`src/rtl/bus_arb_pkg.sv`:
```
// Shared host-ID type and the arbitration helper used by bus_host_arbiter.
// Host IDs are sized for the largest supported host count, so one package serves every NrHosts.
package bus_arb_pkg;

  localparam int unsigned MaxHosts    = 8;
  localparam int unsigned HostIdWidth = $clog2(MaxHosts);

  typedef logic [HostIdWidth-1:0] host_id_t;
  typedef logic [MaxHosts-1:0]    host_vec_t;

  // Scan upward from start with 3-bit wrap; unused request bits are zero and get skipped.
  function automatic host_id_t rr_pick(input host_vec_t req, input host_id_t start);
    host_id_t idx;
    host_id_t pick;
    logic     found;
    pick  = start;
    found = 1'b0;
    for (int i = 0; i < int'(MaxHosts); i++) begin
      idx = start + host_id_t'(i);
      if (!found && req[idx]) begin
        pick  = idx;
        found = 1'b1;
      end else begin
        found = found;
      end
    end
    return pick;
  endfunction

endpackage

```
`src/rtl/bus_arb_id_fifo.sv`:
```
// In-order FIFO of host IDs, one entry per outstanding transaction.
// Pointers carry one wrap bit beyond the index so full and empty are distinguishable.
module bus_arb_id_fifo import bus_arb_pkg::*; #(
  parameter int unsigned Depth = 2
) (
  input  logic     clk_sys_i,
  input  logic     rst_sys_ni,
  input  logic     push_i,
  input  host_id_t push_id_i,
  input  logic     pop_i,
  output logic     full_o,
  output logic     empty_o,
  output host_id_t head_o
);

  localparam int unsigned     PtrW    = $clog2(2 * Depth);
  localparam logic [PtrW-1:0] IdxMask = PtrW'(Depth - 1);
  localparam logic [PtrW-1:0] FullXor = PtrW'(Depth);

  logic [PtrW-1:0] wr_ptr_q, wr_ptr_d;
  logic [PtrW-1:0] rd_ptr_q, rd_ptr_d;
  host_id_t        mem_q [Depth];
  host_id_t        mem_d [Depth];
  logic            push_ok_s;
  logic            pop_ok_s;

  // Pointer arithmetic, storage write and head read.
  always_comb begin
    empty_o   = (wr_ptr_q == rd_ptr_q);
    full_o    = ((wr_ptr_q ^ rd_ptr_q) == FullXor);
    push_ok_s = push_i & ~full_o;
    pop_ok_s  = pop_i & ~empty_o;
    wr_ptr_d  = push_ok_s ? (wr_ptr_q + PtrW'(1)) : wr_ptr_q;
    rd_ptr_d  = pop_ok_s ? (rd_ptr_q + PtrW'(1)) : rd_ptr_q;
    head_o    = host_id_t'(0);
    for (int i = 0; i < int'(Depth); i++) begin
      mem_d[i] = (push_ok_s && ((wr_ptr_q & IdxMask) == PtrW'(i))) ? push_id_i : mem_q[i];
      head_o   = ((rd_ptr_q & IdxMask) == PtrW'(i)) ? mem_q[i] : head_o;
    end
  end

  // State registers; reset flushes the FIFO.
  always_ff @(posedge clk_sys_i or negedge rst_sys_ni) begin
    if (!rst_sys_ni) begin
      wr_ptr_q <= '0;
      rd_ptr_q <= '0;
      for (int i = 0; i < int'(Depth); i++) begin
        mem_q[i] <= host_id_t'(0);
      end
    end else begin
      wr_ptr_q <= wr_ptr_d;
      rd_ptr_q <= rd_ptr_d;
      for (int i = 0; i < int'(Depth); i++) begin
        mem_q[i] <= mem_d[i];
      end
    end
  end

endmodule

```
`src/rtl/bus_host_arbiter.sv`:
```
// Arbitrates NrHosts OBI-style hosts onto one device request channel and routes responses back in order.
// Define BUS_ARB_ROUND_ROBIN_EN for round-robin selection; otherwise the lowest requesting index wins.
module bus_host_arbiter import bus_arb_pkg::*; #(
  parameter int unsigned NrHosts        = 2,
  parameter int unsigned MaxOutstanding = 2,
  parameter int unsigned DataWidth      = 32,
  parameter int unsigned AddressWidth   = 32
) (
  input  logic                    clk_sys_i,
  input  logic                    rst_sys_ni,
  input  logic [NrHosts-1:0]      host_req_i,
  output logic [NrHosts-1:0]      host_gnt_o,
  input  logic [AddressWidth-1:0] host_addr_i  [NrHosts],
  input  logic [NrHosts-1:0]      host_we_i,
  input  logic [DataWidth/8-1:0]  host_be_i    [NrHosts],
  input  logic [DataWidth-1:0]    host_wdata_i [NrHosts],
  output logic [NrHosts-1:0]      host_rvalid_o,
  output logic [DataWidth-1:0]    host_rdata_o [NrHosts],
  output logic [NrHosts-1:0]      host_err_o,
  output logic                    dev_req_o,
  input  logic                    dev_gnt_i,
  output logic [AddressWidth-1:0] dev_addr_o,
  output logic                    dev_we_o,
  output logic [DataWidth/8-1:0]  dev_be_o,
  output logic [DataWidth-1:0]    dev_wdata_o,
  input  logic                    dev_rvalid_i,
  input  logic [DataWidth-1:0]    dev_rdata_i,
  input  logic                    dev_err_i,
  output logic                    busy_o,
  output logic                    spurious_rsp_o
);

  logic     lock_q, lock_d;
  host_id_t lock_id_q, lock_id_d;
  logic     spurious_q, spurious_d;
  host_id_t start_s, sel_s, head_s;
  logic     fifo_full_s, fifo_empty_s;
  logic     handshake_s, pop_s;
`ifdef BUS_ARB_ROUND_ROBIN_EN
  host_id_t last_grant_q, last_grant_d;
`endif

  // Priority start point: one past the last winner, or host 0 under fixed priority.
  always_comb begin
`ifdef BUS_ARB_ROUND_ROBIN_EN
    if (last_grant_q == host_id_t'(NrHosts - 1)) begin
      start_s = host_id_t'(0);
    end else begin
      start_s = last_grant_q + host_id_t'(1);
    end
    last_grant_d = handshake_s ? sel_s : last_grant_q;
`else
    start_s = host_id_t'(0);
`endif
  end

  // Request path: selection, device-side mux, grant and lock update.
  always_comb begin
    sel_s       = lock_q ? lock_id_q : rr_pick(host_vec_t'(host_req_i), start_s);
    dev_req_o   = (|host_req_i) & ~fifo_full_s;
    handshake_s = dev_req_o & dev_gnt_i;
    dev_addr_o  = '0;
    dev_we_o    = 1'b0;
    dev_be_o    = '0;
    dev_wdata_o = '0;
    host_gnt_o  = '0;
    for (int i = 0; i < int'(NrHosts); i++) begin
      dev_addr_o    = (sel_s == host_id_t'(i)) ? host_addr_i[i]  : dev_addr_o;
      dev_we_o      = (sel_s == host_id_t'(i)) ? host_we_i[i]    : dev_we_o;
      dev_be_o      = (sel_s == host_id_t'(i)) ? host_be_i[i]    : dev_be_o;
      dev_wdata_o   = (sel_s == host_id_t'(i)) ? host_wdata_i[i] : dev_wdata_o;
      host_gnt_o[i] = handshake_s & (sel_s == host_id_t'(i));
    end
    // An ungranted request pins its host so the OBI request stays stable.
    if (handshake_s) begin
      lock_d    = 1'b0;
      lock_id_d = lock_id_q;
    end else if (dev_req_o) begin
      lock_d    = 1'b1;
      lock_id_d = sel_s;
    end else begin
      lock_d    = lock_q;
      lock_id_d = lock_id_q;
    end
  end

  // Response path: route to the FIFO head, flag responses nobody is waiting for.
  always_comb begin
    pop_s      = dev_rvalid_i & ~fifo_empty_s;
    spurious_d = spurious_q | (dev_rvalid_i & fifo_empty_s);
    for (int i = 0; i < int'(NrHosts); i++) begin
      host_rvalid_o[i] = pop_s & (head_s == host_id_t'(i));
      host_err_o[i]    = pop_s & dev_err_i & (head_s == host_id_t'(i));
      host_rdata_o[i]  = dev_rdata_i;
    end
  end

  assign busy_o         = ~fifo_empty_s;
  assign spurious_rsp_o = spurious_q;

  bus_arb_id_fifo #(
    .Depth (MaxOutstanding)
  ) u_id_fifo (
    .clk_sys_i  (clk_sys_i),
    .rst_sys_ni (rst_sys_ni),
    .push_i     (handshake_s),
    .push_id_i  (sel_s),
    .pop_i      (pop_s),
    .full_o     (fifo_full_s),
    .empty_o    (fifo_empty_s),
    .head_o     (head_s)
  );

  // Arbiter state registers.
  always_ff @(posedge clk_sys_i or negedge rst_sys_ni) begin
    if (!rst_sys_ni) begin
      lock_q       <= 1'b0;
      lock_id_q    <= host_id_t'(0);
      spurious_q   <= 1'b0;
`ifdef BUS_ARB_ROUND_ROBIN_EN
      last_grant_q <= host_id_t'(NrHosts - 1);
`endif
    end else begin
      lock_q       <= lock_d;
      lock_id_q    <= lock_id_d;
      spurious_q   <= spurious_d;
`ifdef BUS_ARB_ROUND_ROBIN_EN
      last_grant_q <= last_grant_d;
`endif
    end
  end

endmodule
```
`config.mk`:
```
export PLATFORM = sky130hd
export DESIGN_NAME = bus_host_arbiter
export DESIGN_NICKNAME = d
export VERILOG_FILES = /design/src/rtl/bus_arb_pkg.sv /design/src/rtl/bus_arb_id_fifo.sv /design/src/rtl/bus_host_arbiter.sv
export SDC_FILE = /design/constraint.sdc
export NUM_CORES = 1
export LEC_CHECK = 0
export ABC_AREA = 1
export ABC_CLOCK_PERIOD_IN_PS = 1800
export CORE_AREA = 2 2 124 126
export CTS_BUF_LIST = sky130_fd_sc_hd__clkbuf_4 sky130_fd_sc_hd__clkbuf_8
export DETAILED_ROUTE_END_ITERATION = 8
export DIE_AREA = 0 0 126 128
export GPL_TIMING_DRIVEN = 0
export HOLD_SLACK_MARGIN = 0.1
export PLACE_DENSITY = 0.66
export SETUP_SLACK_MARGIN = 0.05
export SYNTH_ARGS = -nofsm -noshare
export SYNTH_HDL_FRONTEND = slang
export SYNTH_SLANG_ARGS = --single-unit
```
`constraint.sdc`:
```
create_clock -name clk_sys_i -period 1.8 [get_ports clk_sys_i]
set_clock_uncertainty 0.2 [all_clocks]
set_input_delay 0.36 -clock clk_sys_i [delete_from_list [all_inputs] [get_ports clk_sys_i]]
set_output_delay 0.36 -clock clk_sys_i [all_outputs]
set_load 0.005 [all_outputs]
```
Yosys cells after proc, flatten, opt, wreduce, memory -nomap -nowiden
Index checks and enable logic that the tools add are counted.
- register bits after elaboration: 15
- input bits: 177
- output and inout bits: 142
- word-level logic and storage cells: 57
- $add $sub $neg: 2
- equal/unequal tests: 4
- multiplexer cells: 15
- bitwise gates (word level): 18
- reductions and logical operators: 11
- operators with widths (operator ; number):
    32-bit 2-to-1 mux ; 4
    1-bit AND ; 13
    3-bit 2-to-1 mux ; 3
    4-bit 2-to-1 mux ; 2
    3-bit by 1-bit == test with 1-bit output, second input constant ; 2
    3-bit zero test ; 2
    1-bit 2-to-1 mux ; 6
    2-bit by 1-bit adder with 2-bit output, second input constant ; 2
    2-bit zero test ; 2
    1-bit logical AND ; 3
    1-bit inverter ; 3
    2-bit == test ; 1
    2-bit == test, second input constant ; 1
    2-bit AND reduction ; 1
    2-bit nonzero test ; 1
    2-bit OR reduction ; 1
    2-bit XOR ; 1
    1-bit zero test ; 1
    1-bit bitwise OR ; 1

Logic depth before layout (Yosys ltp)
- word-level depth: 8
- depth in mapped cells: 9
- mapped depth without buffers: 9

Cells and area by module
Synthesis repeated with hierarchy kept, for this count alone.
- cells, all modules: 424
- area, all modules: 2608.8 sq um
- by module, submodules not included (module ; instances ; cells each ; area an instance (sq um) ; seq. area each (sq um)):
    bus_host_arbiter ; 1 ; 353 ; 2053.2 ; 125.1
    bus_arb_id_fifo ; 1 ; 71 ; 555.5 ; 250.2

Worst setup path before layout
No wires, ideal clock.
- kind: reg-to-output
- start: register lock_q
- end: output dev_addr_o[0]
- data arrival time: 1.108 ns
- required time: 1.240 ns
- setup slack: 0.132 ns
- stages on the path, launching flop included: 7
- path buffers: 1
- cell sequence: dfrtp_1 -> nand2_1 -> inv_2 -> nor2_4 -> nand3_2 -> buf_2 -> o21ai_1
- cells in the longest elaborated chain, start to end: 4
- elaborated cells on any way between the ends: 5
- those cells by class: eq/ne: 1; mux: 3; reduce/logical: 1
- RTL lines (what ; RTL line ; text):
    start, declared ; bus_host_arbiter.sv:33 ; logic lock_q, lock_d;
    start signal, assigned ; bus_host_arbiter.sv:124 ; lock_q <= lock_d;
    3-bit 2-to-1 mux * ; bus_host_arbiter.sv:59 ; sel_s = lock_q ? lock_id_q : rr_pick(host_vec_t'(host_req_i), start_s);
    3-bit zero test ; bus_host_arbiter.sv:68 ; dev_addr_o = (sel_s == host_id_t'(i)) ? host_addr_i[i] : dev_addr_o;
    32-bit 2-to-1 mux ; bus_host_arbiter.sv:68 ;
    32-bit 2-to-1 mux * ; bus_host_arbiter.sv:68 ;
    end, declared ; bus_host_arbiter.sv:22 ; output logic [AddressWidth-1:0] dev_addr_o,
Mark *: on every way between the ends. The rest lies on a longest branch, timed or not.

Final worst setup path
- start: register lock_q
- end: output dev_addr_o[2]
Same word-level chain as after synthesis.

==> metrics <==
Synth cell types 24; first-pass GRT wire length 17.7 mm; number of buffers and inverters on the critical path 5; CTS clk-pin slew, worst paths about 0.060 ns; # IOs between 300 and 400; crit-path cells nand2_2 > inv_2 > nor2_4 > nand3_4 > buf_12 > buf_4 > buf_12 > o21ai_4 > clkbuf_2; Slew HR between 50% and 60%; drt pass-1 iters 4; min-delay src spurious_rsp_o; Layout Nets between 800 and 900; Synth Instances about 390; VDD IR-drop max between 0.4 and 0.5 mV; worst-path fanout max 7; post-route insts no fill around 900; fin crit period between 2 and 2.5 ns; Starting Density between 10% and 20%; global routing usage on met1 15.7%; Synth top area share a little over 20%; Congestion Overflow GR 0; worst hold path type flop to flop; P_leak ~2.9 nW; Slew Limit Fails 0; Startpoint Class flop; maximum clock path buffer count 2; fin crit share 131%; Req. time, crit path between 1 and 1.5 ns; Finish-stage setup viols 75; largest net degree at the start of global routing 16; Avg Inst Size Synth roughly 5.9 sq um; clk sink count 15; status finished, violations left; vias in the first global route ~3500; FMAX 0.425 GHz; Detailed Place HPWL between 10 and 15 mm; DRT Wirelength 12.3 mm; largest area contributor in the netlist buf_4; core area 14900 sq um; placed insts roughly 870; row count between 40 and 50; Die X roughly 130 um; routed via count 3645; RSZ-0062 raised after global routing true; Hold Crit Endpoint spurious_rsp_o; syn_nets about 570; Synth Warn # 0; post-route ant nets 0; ANT cells 0; share of post-route cells with drive strength above 1 approximately two fifths; DP Worst Slack -1.09 ns; CTS Root Cell clkbuf_8; hold buffers post-CTS 0; synthesized area about 2300 sq um; crit-path most repeated cell buf_12; Num CTS Buffers 3; r2r startpoint u_id_fifo.rd_ptr_q[0]; Area contributors post-synth buf_4, dfrtp_1, nand3_1; WL/cell roughly 14 um; Iteration-0 DRC Markers 86; Clk Latency, worst-skew pair 0.25 ns; sequential share of the synthesized area about 16%; met3 usage 3.92%; initial antenna violation count 0; Max Cap Viol 0; reg2reg end lock_id_q[2]; GRT Total Usage a little over an eighth; Syn-to-layout area delta 154%; die area 16100 sq um; Hold Crit Depth 1; met2 Resource Use GR about a quarter; CTS tree yes; final total power roughly 5.3 mW; # H-tree levels 1; drt drc 0; power per cell area 889 nW/um^2; Worst Tran Pin Value between 0.6 and 0.7 ns; final hold viol count 0; failing checks setup timing; gp weighted congestion 0.799; Worst path slowest cell dfrtp_2; R2R Setup Slk approximately 0.32 ns; Worst Setup End Kind primary output; # port buffers approximately 290; Reg2Reg Depth 7; grt peak-use layer met2; synthesized flop and latch total 15; kind of critical path flop to primary output; largest stage delay on the critical path around 0.45 ns; setup slack after layout -0.552 ns; critical path's top delay family buffers and inverters; CP arrival ~1.8 ns; routed vias/inst 4.03; Die Y-Extent 128 um
## placed cells by master, fill, tap and decap left out, drive strengths merged
cell             n
nor2            11
o21a             1
a31o             1
dfrtp           15
or2              2
o21ai           72
nand2           46
clkbuf          15
a21boi           3
nor3             2
clkdlybuf4s50  207
inv             79
nand3b           1
nand3           72
buf            185
and2             1
nand4            2
a21oi            1
## logic make-up (layout without fill, tap and decap cells)
kind of cell,count (synthesis),after routing,share of synthesized area [%]
and+or+nand+nor,137,137,29.1
DFF,15,15,16.0
buffers and inverters,164,486,37.7
AOI/OAI and AO/OA,78,78,17.3
## flip-flops by register name, summed over array words and instances, names as in the netlist
name                cells
u_id_fifo.mem_q         6
lock_id_q               3
lock_q                  1
spurious_rsp_o          1
u_id_fifo.wr_ptr_q      2
u_id_fifo.rd_ptr_q      2
## how the worst max path moves through the flow
stage                                  to  depth (start not counted)  slack (ns)     startpoint
after global routing       dev_wdata_o[9]                          9       -0.62         lock_q
after detailed placement  dev_wdata_o[27]                          8       -1.09  host_req_i[0]
final                       dev_addr_o[2]                          9       -0.55         lock_q
after CTS                  dev_wdata_o[9]                          7       -0.89         lock_q
after floorplan             dev_addr_o[0]                          6        0.13         lock_q
after global placement    dev_wdata_o[27]                          8       -1.11  host_req_i[0]
## metal layers
metal	part of all wire (%)	up-vias
met2	53	187
met1	37	1623
met4	0.53	0
met3	9.8	7
li1	-	1828
met5	0	-
## cell usage after synthesis
cell type,n
a21boi_0,3
a21oi_1,1
a31o_2,1
and2_0,1
buf_2,21
buf_4,64
dfrtp_1,15
inv_1,75
inv_2,4
nand2_1,41
nand2_2,4
nand2_4,1
nand3_1,70
nand3_2,1
nand3_4,1
nand3b_1,1
nand4_1,2
nor2_1,8
nor2_4,3
nor3_1,2
o21a_1,1
o21ai_0,3
o21ai_1,69
or2_2,2
## power breakdown
part	internal (mW)	switching [mW]	total (mW)
Clock	0.172	0.122	0.294
Sequential	0.434	0.0869	0.520
Combinational	2.41	2.08	4.48
## what timing repair did
action,CTS,global route
endpoints found under the setup margin,77,77
resized for setup,133,269
cloned,0,3
pin swaps,8,14
buffers inserted,17,14
## cell type report
cell class | count | area, sq um
plain buffers | 84 | 744
clock buffers | 4 | 48.8
fillers | 1588 | 8910
inverters | 79 | 302
multi-input cells | 215 | 1380
flip-flops and latches | 15 | 379
well taps | 188 | 235
repair buffers | 319 | 2870
## through the flow
stage | cell area [sq um] | TNS, ns | utilization (%) | hold WS [ns]
after floorplan | 2340 | 0 | - | -0.136
after global placement | 5440 | -70.34 | 36.6 | 0.262
after detailed placement | 5440 | -70.33 | 36.6 | 0.262
after CTS | 5730 | -56.67 | 38.6 | 0.276
after global routing | 5960 | -42.68 | 40.1 | 0.298
final | 5960 | -37.56 | 40.1 | 0.266
(Power assumes the default switching activity.)
